==> config.mk <==
export PLATFORM = sky130hd
export DESIGN_NAME = ins_loader
export DESIGN_NICKNAME = d
export VERILOG_FILES = /design/src/rtl/ins_loader_pkg.sv /design/src/rtl/ins_loader_packer.sv /design/src/rtl/ins_loader.sv
export SDC_FILE = /design/constraint.sdc
export NUM_CORES = 1
export LEC_CHECK = 0
export CAP_MARGIN = 20
export CORE_ASPECT_RATIO = 1.1
export CORE_MARGIN = 2
export CORE_UTILIZATION = 30
export DETAILED_ROUTE_END_ITERATION = 12
export GPL_TIMING_DRIVEN = 0
export PLACE_DENSITY = 0.51
export SYNTH_ARGS = -nofsm -noshare
export SYNTH_HDL_FRONTEND = slang
export SYNTH_HIERARCHICAL = 1
export SYNTH_SLANG_ARGS = --single-unit
==> constraint.sdc <==
create_clock -name clk -period 8 [get_ports clk]
set_clock_uncertainty 0.1 [all_clocks]
set_input_delay 2.4 -clock clk [delete_from_list [all_inputs] [get_ports clk]]
set_output_delay 2.4 -clock clk [all_outputs]
set_load 0.02 [all_outputs]
==> src/rtl/ins_loader_pkg.sv <==
// Shared constants for the instruction loader: state encoding, widths, defaults.
package ins_loader_pkg;

   localparam int unsigned STATE_W = 2;
   localparam int unsigned COUNT_W = 16;
   localparam int unsigned WORD_W  = 32;
   localparam int unsigned BYTE_W  = 8;

   localparam logic [STATE_W-1:0] IDLE  = 2'd0;
   localparam logic [STATE_W-1:0] LOAD  = 2'd1;
   localparam logic [STATE_W-1:0] WRITE = 2'd2;
   localparam logic [STATE_W-1:0] DONE  = 2'd3;

   localparam logic [WORD_W-1:0] ENTRY_DEFAULT = 32'h80;
   localparam int unsigned       DEPTH_DEFAULT = 256;

   // A load request is accepted only for 1..depth words.
   function automatic logic countOk(input logic [COUNT_W-1:0] c, input int unsigned depth);
      return (c != '0) && (32'(c) <= depth);
   endfunction

endpackage

==> src/rtl/ins_loader_packer.sv <==
// Big-endian byte packer: holds the three most recent bytes and a 2-bit byte index.
// word is the value the packed word would have once the current inByte is shifted in,
// so the top level can capture a complete word on the same edge as the 4th byte.
module byte_packer
   import ins_loader_pkg::*;
(
   input  logic              clk,
   input  logic              reset,
   input  logic              shiftEn,
   input  logic              clear,
   input  logic [BYTE_W-1:0] inByte,
   output logic [WORD_W-1:0] word,
   output logic              last
);

   logic [WORD_W-BYTE_W-1:0] shiftReg;
   logic [1:0]               byteIdx;

   // Shift accepted bytes in MSB-first; clear discards any partial word.
   always_ff @(posedge clk or posedge reset) begin
      if (reset) begin
         shiftReg <= '0;
         byteIdx  <= '0;
      end else if (clear) begin
         shiftReg <= '0;
         byteIdx  <= '0;
      end else if (shiftEn) begin
         shiftReg <= {shiftReg[WORD_W-2*BYTE_W-1:0], inByte};
         byteIdx  <= byteIdx + 2'd1;
      end
   end

   assign word = {shiftReg, inByte};
   assign last = (byteIdx == 2'd3);

endmodule

==> src/rtl/ins_loader.sv <==
// Streams a byte program into instruction memory as big-endian words starting at ENTRY,
// holding the CPU at its entry point (INT=1) until the load completes.
module ins_loader
   import ins_loader_pkg::*;
#(
   parameter logic [WORD_W-1:0] ENTRY       = ENTRY_DEFAULT,
   parameter int unsigned       DEPTH_WORDS = DEPTH_DEFAULT
) (
   input  logic               clk,
   input  logic               reset,
   input  logic               start,
   input  logic [COUNT_W-1:0] count,
   input  logic [BYTE_W-1:0]  inByte,
   input  logic               inValid,
   output logic               inReady,
   output logic [WORD_W-1:0]  memAddr,
   output logic [WORD_W-1:0]  memData,
   output logic               memWrite,
   output logic               INT,
   output logic               done,
   output logic               error
);

   logic [STATE_W-1:0] state;
   logic [STATE_W-1:0] nextState;
   logic [COUNT_W-1:0] countLat;
   logic [COUNT_W-1:0] wordIdx;
   logic [WORD_W-1:0]  packWord;
   logic               packLast;

   logic startWindow;
   logic startOk;
   logic startAccept;
   logic accept;
   logic captureWord;

   logic nextInReady;
   logic nextMemWrite;
   logic nextDone;
   logic nextInt;
   logic nextError;

   assign startWindow = (state == IDLE) || (state == DONE);
   assign startOk     = countOk(count, DEPTH_WORDS);
   assign startAccept = startWindow && start && startOk;
   assign accept      = inValid && inReady;
   assign captureWord = (state == LOAD) && accept && packLast;

   byte_packer uPacker (
      .clk     (clk),
      .reset   (reset),
      .shiftEn (accept),
      .clear   (startAccept),
      .inByte  (inByte),
      .word    (packWord),
      .last    (packLast)
   );

   // State register.
   always_ff @(posedge clk or posedge reset) begin
      if (reset) state <= IDLE;
      else       state <= nextState;
   end

   // Next-state logic.
   always_comb begin
      nextState = state;
      case (state)
         IDLE, DONE: if (startAccept) nextState = LOAD;
         LOAD:       if (captureWord) nextState = WRITE;
         WRITE:      nextState = ((wordIdx + 16'd1) == countLat) ? DONE : LOAD;
         default:    nextState = IDLE;
      endcase
   end

   // Output decode from the upcoming state so registered outputs track the state exactly.
   always_comb begin
      nextInReady  = (nextState == LOAD);
      nextMemWrite = (nextState == WRITE);
      nextDone     = (nextState == DONE);
      nextInt      = (nextState != DONE);
      nextError    = startWindow && start && !startOk;
   end

   // Registered outputs; address and data only change when a word is captured.
   always_ff @(posedge clk or posedge reset) begin
      if (reset) begin
         inReady  <= 1'b0;
         memWrite <= 1'b0;
         done     <= 1'b0;
         error    <= 1'b0;
         INT      <= 1'b1;
         memAddr  <= ENTRY;
         memData  <= '0;
      end else begin
         inReady  <= nextInReady;
         memWrite <= nextMemWrite;
         done     <= nextDone;
         error    <= nextError;
         INT      <= nextInt;
         if (captureWord) begin
            memAddr <= ENTRY + (32'(wordIdx) << 2);
            memData <= packWord;
         end
      end
   end

   // Word counter and latched program length.
   always_ff @(posedge clk or posedge reset) begin
      if (reset) begin
         countLat <= '0;
         wordIdx  <= '0;
      end else if (startAccept) begin
         countLat <= count;
         wordIdx  <= '0;
      end else if (state == WRITE) begin
         wordIdx  <= wordIdx + 16'd1;
      end
   end

endmodule

==> run metrics, run 1 <==
status=finished, final reports clean; CP dominant cell by count=buf_2; PwrDens=266 mW/mm^2; Post-synth EDFFs=0; switching share of power=28.1%; startpoint of the worst hold path=memAddr[12]; reg2reg end=inReady; area leader, netlist=dfrtp_1; wirelength, routed=12800 microns; Inserted Clock Buffers=17; CP required=between 8000 and 9000 ps; slowest cell delay on critical path=between 600 and 700 ps; max_slew headroom=57.7%; M1 wire length=5400 microns; Logic pwr share=between 20% and 30%; hold buffer count at CTS=0; Nets=624; DP HPWL=9330 microns; critical path buffer and inverter count=3; Routability Congestion=slightly above 0.8; Startpoint Class=input port; Sinks on Clock Net=114; initial antenna violation count=1; Core Util, Final=41.0%; layout cells sized above 1=21.4%; FF+latch count, synth=about 110; core area=approximately 0.018 sq mm; worst hold path type=reg -> reg; worst vdd ir=~0.19 mV; routed length per instance=15.2 microns; RSZ-0062 raised after global routing=no; r2r worst-path depth=8; Root Buffer=clkbuf_16; Reg clk slew, reported paths=50 ps; Max Slew Vio Count=0; total die area=~0.019 sq mm; largest cells by area after synthesis=dfrtp_1 (51%), mux2_2 (8.4%), mux2i_1 (4.7%), xnor2_1 (3.7%), buf_4 (3.4%); Iter 0 DRT Violations=146; Port Buffers=81; met3 WL post-DR=between 700 and 800 microns; dpl ws=2790 ps; ys async rst share=100%; Power Total=1.94 mW; # placed instances=roughly 810; Avg Vias per Cell=around 4.5; critical path's slowest cell=nor4_1; gr usage total=~14%; Critical Path AT=4880 ps; Psw=0.547 mW; worst hold stages=2; fin crit period=about 4700 ps; vias in the first global route=3962; crit path capture type=flop; Final Hold Fails=0; Compound-Gate Fraction of Synth Area=6.57%; FP Rows=between 50 and 60; Clock Power Share=about two fifths; crit-path leading delay family=buffers and inverters; met2 WL=6410 microns; Top Layer Used=met4; TritonCTS clock tree=done; Netlist Area Pre-Place=approximately 0.0055 sq mm; # DRC=0; post-layout worst setup margin=between 3000 and 4000 ps; # H-tree levels=4; R2R setup slack=~5300 ps; r2r startpoint=wordIdx[6]; count of final setup violators=0; clock latency on the worst-skew pair=410 ps; global-route wire length before repair=21100 microns; Post-CTS Setup Inserts=0; post-synthesis simple-gate area fraction=13.1%; Die Y=146 microns; Avg Inst Size Synth=11.5 sq um; Internal=1.40 mW; grt ovf=0; CP max FO=10; post-CTS sizing=0; Synth Area in Adders=1.14%; die width=around 130 microns; Setup TNS Final=0 ps; Tcrit/Tclk final=58.7%; count of cell types in the netlist=61; Leakage Power=3.20 nW; Syn. warnings=6; number of top-level pins=97; largest net degree at the start of global routing=61; Final Non-Filler Cells=843; Slew @ Worst Pin=roughly 630 ps; DR vias=about 3800; Synth top area share=roughly half; Fmax=around 210 MHz; Final ANT Viol Nets=0; worst hold path endpoint=memAddr[12]; Initial Util=30.8%; sequential share of the synthesized area=52.1%; Seq pwr share=40.9%; commonest cells in the netlist=dfrtp_1 (112), nor2_1 (48), mux2_2 (41); Top FF cell, synth=dfrtp_1; Max-Cap Viols=0; most common cell in the netlist=dfrtp_1; TritonRoute pass-1 iters=4; multiplexer share of the synthesized area=14.0%; Synth Area in XOR/XNOR=under 10%; CP Class=in -> reg; CTS max path bufs=2; cell count after synthesis=~480; Area Overhead vs Synth=33.1%; crit path cell chain=clkdlybuf4s50_1, nor4_1, nand4_1, a21oi_4, buf_2, buf_2, nor2_1; fillers=roughly 1700; main combinational cell family by area after synthesis=multiplexers
## registers in the layout, indices dropped and copies added, names as in the netlist, 2 cells and up
| signal | cells |
|---|---|
| state | 2 |
| memData | 32 |
| uPacker/shiftReg | 24 |
| memAddr | 17 |
| countLat | 16 |
| wordIdx | 16 |
| uPacker/byteIdx | 2 |
## cell type report
class                           instances  area [sq um]  area share [%]
Antenna cell                            1          2.50          0.0343
Buffer                                 50           338            4.63
Clock buffer                           24           492            6.74
Clock inverter                          8           101            1.39
Inverter                                7          28.8           0.394
Multi-Input combinational cell        318          2320            31.8
Sequential cell                       114          2860            39.1
Tap cell                              238           298            4.08
Timing Repair Buffer                   83           866            11.9
## worst max-delay path by stage
stage,endpoint,startpoint,slack [ps],depth (start not counted)
floorplan,countLat[0],reset,3220,1
global placement,memAddr[16],reset,1670,2
detailed placement,wordIdx[8],count[3],2790,7
CTS,wordIdx[8],count[3],3230,7
global route,wordIdx[8],count[3],3140,7
finish,wordIdx[8],count[3],3300,7
## power groups by stage
stage               clock network (mW)  logic (mW)  registers, mW
CTS                              0.769       0.405          0.798
finish                           0.750       0.400          0.794
global route                     0.802       0.434          0.812
detailed placement                   0       0.402          0.806
global placement                     0       0.393          0.805
floorplan                            0       0.183          0.833
## placed cells by master (no fill, tap or decap), types with 4 or more instances in the layout
master           instances
buf_2                    7
a21oi_1                 10
or3_1                    4
clkdlybuf4s50_1         81
nand3_1                 10
nor4_1                   6
nand2_1                 23
mux2_1                   4
inv_1                    6
mux2i_1                 26
buf_4                   25
nor2_1                  48
xor2_1                  15
clkbuf_16               17
o21ai_0                 20
nor2b_1                  9
dfrtp_1                112
clkbuf_1                14
xnor2_1                 23
nand4_1                  7
clkbuf_8                 4
conb_1                  15
ha_1                     5
mux2_2                  41
## logic make-up after synthesis
kind of cell / Yosys count
AO/OA/AOI/OAI: 52
XOR/XNOR: 39
adder cells (fa/ha/maj): 5
buffers and inverters: 57
flip-flops: 114
multiplexers: 71
other: 1
AND/OR/NAND/NOR: 136
## metrics by stage
step	area [sq um]	hold WS (ps)
global route	7300	415
detailed placement	6680	370
global placement	6650	361
finish	7300	372
CTS	7270	382
floorplan	5540	378
## per-layer routing
metal / track usage, % / vias up
li1: - / 1840
met1: 16.3 / 1861
met2: 23.8 / 89
met3: 5.05 / 12
met4: 5.70 / 0
met5: 0 / -
## worst reg2reg max path, delay by kind of cell (launching register included)
family | cells | cell delay (ps)
DFF | 1 | 470
buffers and inverters | 1 | 150
adders and majority gates | 1 | 190
AOI/OAI and AO/OA | 1 | 370
and+or+nand+nor | 5 | 1300
No activity file was read; power rests on OpenSTA's default activity.
==> run 2: changes to the inputs <==
--- a/config.mk
+++ b/config.mk
@@ -11,7 +11,7 @@
 export CORE_UTILIZATION = 30
 export DETAILED_ROUTE_END_ITERATION = 12
 export GPL_TIMING_DRIVEN = 0
-export PLACE_DENSITY = 0.51
+export PLACE_DENSITY = 0.53
 export SYNTH_ARGS = -nofsm -noshare
 export SYNTH_HDL_FRONTEND = slang
 export SYNTH_HIERARCHICAL = 1
==> constraint.sdc (replaced) <==
create_clock -name clk -period 3.95 [get_ports clk]
set_clock_uncertainty 0.1 [all_clocks]
set_input_delay 1.185 -clock clk [delete_from_list [all_inputs] [get_ports clk]]
set_output_delay 1.185 -clock clk [all_outputs]
set_load 0.02 [all_outputs]
==> run 2 against run 1 <==
  * Sequential power rose by 100%
  * Clock power rose by 88%
  * Global-route usage fell by 0.13 points
  * Cell count fell by 0.12%
  * Routed wire length fell by 0.28%
  * Critical path depth did not move
  * Sequential share of layout area rose by 0.25 points
  * Count of clock-buffer cells in the layout fell by 3
  * Die area did not move
  * Critical endpoint unchanged
==> run metrics, run 2 (synthesized netlist as in run 1, its figures left out) <==
initial antenna violation count=1; design area=0.00725 sq mm; startpoint of the worst hold path=memAddr[6]; Slew @ Worst Pin=635 ps; clock latency on the worst-skew pair=420 ps; PwrDens=between 500 and 600 mW/mm^2; Nets=624; Iter 0 DRT Violations=152; Port Buffers=81; Final Non-Filler Cells=842; grt ovf=0; r2r startpoint=wordIdx[6]; Core Util, Final=about two fifths; CP required=4140 ps; Largest register FFs=32; Final Hold Fails=0; Critical Path AT=between 3000 and 4000 ps; global-route wire length before repair=20900 microns; core area=roughly 0.018 sq mm; CP Launch Point=count[2]; # placed instances=809; DP HPWL=between 9000 and 10000 microns; Routability Congestion=0.843; Initial Util=30.8%; TritonCTS clock tree=done; vias in the first global route=3985; Power Total=between 3 and 4 mW; wirelength, routed=12700 microns; most common cell after layout, fill and taps aside=dfrtp_1; # H-tree levels=4; Max Slew Vio Count=0; fin crit period=3480 ps; Tcrit/Tclk final=a little under 90%; most flop-heavy register=memData; CTS max path bufs=2; CP Class=in -> reg; RSZ-0062 raised after global routing=no; Root Buffer=clkbuf_16; most frequent cells in the layout=dfrtp_1 (112), clkdlybuf4s50_1 (81), nor2_1 (48); Leakage Power=between 3 and 4 nW; total die area=0.0194 sq mm; Die Y=about 150 microns; worst hold path type=reg -> reg; routed length per instance=around 15 microns; Fmax=288 MHz; max_slew headroom=57.3%; Startpoint Class=input port; Inserted Clock Buffers=17; CP max FO=10; post-CTS sizing=0; Placed Area=0.00668 sq mm; Post-CTS Setup Inserts=0; crit path capture type=flop; largest net degree at the start of global routing=59; FP Rows=51; Final ANT Viol Nets=0; status=finished, final reports clean; biggest regs=memData x32, uPacker/shiftReg x24, memAddr x17; fillers=1719; number of top-level pins=97; worst vdd ir=0.327 mV; DR vias=3805; gr usage total=14.0%; count of final setup violators=0; R2R setup slack=1250 ps; Sinks on Clock Net=114; TritonRoute pass-1 iters=7; Avg Vias per Cell=4.52; Area Overhead vs Synth=32.2%; Max-Cap Viols=0; hold buffer count at CTS=0; layout cells sized above 1=between 20% and 30%; die width=approximately 130 microns; # DRC=0; Reg clk slew, reported paths=50 ps
-- run 2: changes by cell type in the layout (fill, tap and decap cells not counted), sizes merged --
| cell | previous run | this run |
|---|---|---|
| bufinv | 2 | 1 |
| clkbuf | 35 | 32 |
| clkinv | 3 | 6 |
-- run 2: final cells by class --
class,instances,area (sq um),area share (%)
Antenna cell,1,2.50,0.0345
Buffer,50,338,4.66
Clock buffer,21,460,6.35
Clock inverter,10,86.3,1.19
Inverter,7,28.8,0.397
Multi-Input combinational cell,318,2320,32.0
Sequential cell,114,2860,39.4
Tap cell,238,298,4.11
Timing Repair Buffer,83,866,11.9
-- run 2: routing by layer --
metal / up-vias / share of wire, % / GRT usage [%]
li1: 1842 / - / -
met1: 1861 / 42 / 16.0
met2: 91 / 51 / 23.8
met3: 11 / 6.2 / 5.26
met4: 0 / 1.5 / 5.43
met5: - / 0 / 0
-- run 2: where the power goes --
part / switching (mW) / internal (mW)
sequential: 0.187 / 1.42
combinational: 0.397 / 0.414
clock: 0.528 / 0.886
-- run 2: path summary, 6_finish.rpt --
check / end / cells after the start
max: wordIdx[8] / 7
min in group asynchronous: uPacker/shiftReg[19] / 2
max in group asynchronous: countLat[4] / 3
min: memAddr[6] / 2
max reg2reg: inReady / 8
min reg2reg: memAddr[6] / 2
-- run 2: worst max-delay path, stage by stage --
cell and delay [ps]:
clkdlybuf4s50_1 500, nor4_1 610, nand4_1 280, a21oi_4 360
buf_2 330, buf_2 310, nor2_1 80
-- run 2: metrics by stage --
step | hold WS (ps) | worst slack [ps] | setup TNS [ps]
after global routing | 406 | 228 | 0
final | 372 | 475 | 0
after detailed placement | 372 | -10.4 | -58.5
after floorplan | 378 | 390 | 0
after CTS | 379 | 425 | 0
after global placement | 361 | -1150 | -98530
